[src/rtl/branch_resolve_unit_pkg.sv]
// branch_resolve_unit_pkg: branch type encodings and flush counter width
package branch_resolve_unit_pkg;
  typedef enum logic [2:0] {
    BT_BEQ  = 3'd0,
    BT_BNE  = 3'd1,
    BT_BLEZ = 3'd2,
    BT_BGTZ = 3'd3,
    BT_BLTZ = 3'd4,
    BT_BGEZ = 3'd5,
    BT_J    = 3'd6,
    BT_RSV  = 3'd7
  } bt_e;
  localparam int FLUSH_W = 3;
endpackage

[src/rtl/branch_cond_eval.sv]
// branch_cond_eval: maps branch type and ALU flags to the take condition
module branch_cond_eval
  import branch_resolve_unit_pkg::*;
(
  input  logic [2:0] bt,
  input  logic       zero,
  input  logic       neg,
  output logic       cond
);
  assign cond = bt == BT_BEQ  ? zero :
                bt == BT_BNE  ? !zero :
                bt == BT_BLEZ ? (neg | zero) :
                bt == BT_BGTZ ? (!neg & !zero) :
                bt == BT_BLTZ ? neg :
                bt == BT_BGEZ ? !neg :
                bt == BT_J;
endmodule

[src/rtl/branch_resolve_unit.sv]
// branch_resolve_unit: MEM-stage branch resolution with flush window and saturating perf counters
module branch_resolve_unit
  import branch_resolve_unit_pkg::*;
#(
  parameter int ADDR_W       = 32,
  parameter int FLUSH_STAGES = 3,
  parameter int CNT_W        = 16
) (
  input  logic              clk,
  input  logic              rst,
  input  logic              stall,
  input  logic              Branch,
  input  logic [2:0]        BranchType,
  input  logic              Zero,
  input  logic              Neg,
  input  logic [ADDR_W-1:0] BranchTarget,
  output logic              PCSrc,
  output logic [ADDR_W-1:0] TargetPC,
  output logic              flush,
  output logic [CNT_W-1:0]  branch_cnt,
  output logic [CNT_W-1:0]  taken_cnt
);
  localparam logic [FLUSH_W-1:0] FS = FLUSH_W'(FLUSH_STAGES);
  logic [FLUSH_W-1:0] fcnt;
  logic cond, valid;
  branch_cond_eval u_cond (
    .bt   (BranchType),
    .zero (Zero),
    .neg  (Neg),
    .cond (cond)
  );
  assign flush    = fcnt != '0;
  assign valid    = Branch & !stall & !flush;
  assign PCSrc    = valid & cond;
  assign TargetPC = PCSrc ? BranchTarget : '0;
  always_ff @(posedge clk) begin
    if (rst) begin
      fcnt       <= '0;
      branch_cnt <= '0;
      taken_cnt  <= '0;
    end else begin
      if (PCSrc) fcnt <= FS;
      else if (flush && !stall) fcnt <= fcnt - 1'b1;
      if (valid && branch_cnt != '1) branch_cnt <= branch_cnt + 1'b1;
      if (PCSrc && taken_cnt != '1) taken_cnt <= taken_cnt + 1'b1;
    end
  end
endmodule
[config.mk]
export PLATFORM = sky130hd
export DESIGN_NAME = branch_resolve_unit
export DESIGN_NICKNAME = d
export VERILOG_FILES = /design/src/rtl/branch_resolve_unit_pkg.sv /design/src/rtl/branch_cond_eval.sv /design/src/rtl/branch_resolve_unit.sv
export SDC_FILE = /design/constraint.sdc
export NUM_CORES = 1
export LEC_CHECK = 0
export BUFFER_PORTS_ARGS = -buffer_cell sky130_fd_sc_hd__buf_2
export CORE_ASPECT_RATIO = 0.75
export CORE_UTILIZATION = 40
export DETAILED_ROUTE_END_ITERATION = 12
export PLACE_DENSITY = 0.71
export SLEW_MARGIN = 20
export SYNTH_ARGS = -nofsm -noshare
export SYNTH_HDL_FRONTEND = slang
export SYNTH_HIERARCHICAL = 1
export SYNTH_SLANG_ARGS = --single-unit
[constraint.sdc]
create_clock -name clk -period 2.44 [get_ports clk]
set_input_delay 0.122 -clock clk [delete_from_list [all_inputs] [get_ports clk]]
set_output_delay 0.122 -clock clk [all_outputs]
set_load 0.01 [all_outputs]
==> out/results.txt <==
status: finished clean
max-slew violation count: 0
final worst slack: 0.3667 ns
synth top area cells: dfxtp_1 32%, and3_1 9.1%, a21oi_1 3.6%
Req. time, crit path: 2.61 ns
vias in the first global route: 1908
Setup-failing EPs final: 0
WHS: 0.2083 ns
largest net degree at the start of global routing: 38
Static Leak: 1.456 nW
Vias/cell: 5.534
Final Hold Viols: 0
Die Ht: 66.15 µm
non-filler cells, final: 429
drt drc: 0
VDD IR max: 0.0002524 V
TritonCTS Buffers: 5
I/O Buffers: 106
minimum clock period: 2.073 ns
Final ANT Viol Nets: 0
H-Tree Depth: 2
Slew HR: 0.6907
final weighted congestion in routability-driven placement: 0.7985
PD cells: 528.1 nW/µm²
Setup crit end kind: register
Layout area overhead: 31.41%
DIE AREA: 5790 µm²
Critical-path top delay cell: nor4_4
first-pass GRT wire length: 9.246 mm
CTS root buf: clkbuf_8
post-CTS setup buffer count: 0
final worst-path cycle share: 0.8497
Post-DP HPWL: 4.489 mm
layout cells sized above 1: 0.3810
worst slack at placement: 0.3809 ns
1st-iter DRT viols: 89
placed insts: 421
post-synthesis cell type count: 46
cts-stage hold buffer count: 0
nets: 401
number of synthesized flops with an enable pin: 0
vias post-DR: 2374
Rows: 22
count of filler cells inserted in the layout: 486
Pre-Repair DR Iteration Count: 4
Total Routing Usage GR: 0.2032
# diodes: 0
max_cap viols: 0
Hold Path Class: in2reg
Fmax: 0.4823 GHz
synth warn: 6
cells after synthesis: 252
RSZ-0062 raised after global routing: false
Post-synth ARST share: 0
Routed WL: 6.109 mm
CP peak stage delay: 0.46 ns
clk sinks: 35
number of synthesized register bits: 35
Worst Tran Pin Value: 0.4614 ns
most frequent cells after synthesis: 35 x dfxtp_1, 32 x and3_1, 16 x a21oi_1
I/O pin count: 107
# resized after CTS: 0
setup_tns: 0 ns
antenna violations before repair: 0
Clock Latency Late Sink: 0.29 ns
Arr. time, crit path: 2.25 ns
crit path cell chain: ha_1, inv_2, nor4_4, a31oi_1, mux2_1
WS Path Type: reg2reg
Initial Utilization: 0.4310
post-synth top area cell: dfxtp_1
Syn Area/Cell: 8.709 µm²
CTS tree: done
Main synth FF type: dfxtp_1
Max FO, Critical Path: 7
delay-heaviest family, CP: simple AND/OR/NAND/NOR gates
Core Box Area: 5092 µm²
Critical Path Source Type: register
Yosys top cell area share: 0.3193
CTS Buffer Depth: 2
Congestion Overflow GR: 0
Syn Std Cell Area: 2195 µm²
Seq/Total Area, Yosys: 0.3193
Die W: 87.53 µm
Syn Nets: 297
Critical path buffers and inverters: 1
Clock Skew: 0.005746 ns
post-layout util: 0.5663
Clock Pin Slew Worst Setup and Hold Paths: 0.07 ns
wire length per cell: 14.24 µm
most common cell in the synthesized netlist: dfxtp_1
==> metal layers <==
layer  GRT usage  vias to the layer above  part of all wire
li1            -                     1180                 -
met1      0.2908                     1117              0.49
met2      0.2949                       68              0.45
met3     0.05119                        9             0.052
met4     0.06352                        0             0.010
met5           0                        -                 0
==> state kept, by name, indices dropped and copies added, names as in the netlist <==
name        flops
branch_cnt     16
taken_cnt      16
fcnt            3
==> path summary, 6_finish.rpt <==
check,from,to,slack [ns],cells after the start
hold reg to reg,branch_cnt[1],branch_cnt[1],0.51,2
setup reg to reg,taken_cnt[0],taken_cnt[0],0.37,5
hold / removal,stall,fcnt[2],0.21,4
setup / recovery,taken_cnt[0],taken_cnt[0],0.37,5
==> metrics by stage <==
step	power (W)	area [µm²]
global placement	0.001057	2784
floorplan	0.0009313	2195
CTS	0.001527	2884
detailed placement	0.001065	2784
finish	0.001523	2884
global route	0.001609	2884
==> final cells by class <==
cell class	instances	area (µm²)	area share
sequential	35	700.7	0.2429
multi-input combinational	190	1380	0.4785
inverter	14	52.55	0.01822
tap	72	90.09	0.03124
timing repair buffer	110	560.5	0.1944
clock buffer	8	100.1	0.03471
==> kinds of logic (layout without fill, tap and decap cells) <==
kind of cell / after synthesis / in the layout / synth area share
AND/OR/NAND/NOR: 120 / 120 / 0.3706
multiplexers: 9 / 9 / 0.04504
buffers and inverters: 27 / 132 / 0.05188
adder cells (fa/ha/maj): 4 / 4 / 0.02281
XOR/XNOR: 3 / 3 / 0.01197
AO/OA/AOI/OAI: 54 / 54 / 0.1785
flip-flops: 35 / 35 / 0.3193
==> tightest hold or removal path, cell delays in order <==
cell     delay [ns]
buf_2          0.10
nor3b_1        0.06
xnor2_1        0.13
nor3_1         0.04
==> layout by cell type, fill, tap and decap left out, types with 5 or more instances in the layout <==
cell type and instances:
inv_1 13, o41ai_1 5, nor2b_1 8, o21ai_0 6
clkbuf_8 7, buf_2 106, or3_1 6, nand2_1 14
nor3_1 5, mux2_1 7, o31ai_1 9, a21oi_1 16
nor2_1 11, and3_1 32, or4_1 9, dfxtp_1 35
nand4_1 5, nand3_1 6
==> where the power goes <==
part	switching (W)	total, W	internal (W)
clock network	0.000210	0.000468	0.000258
registers	0.0000290	0.000632	0.000603
logic	0.000237	0.000423	0.000186
(Power assumes the default switching activity.)
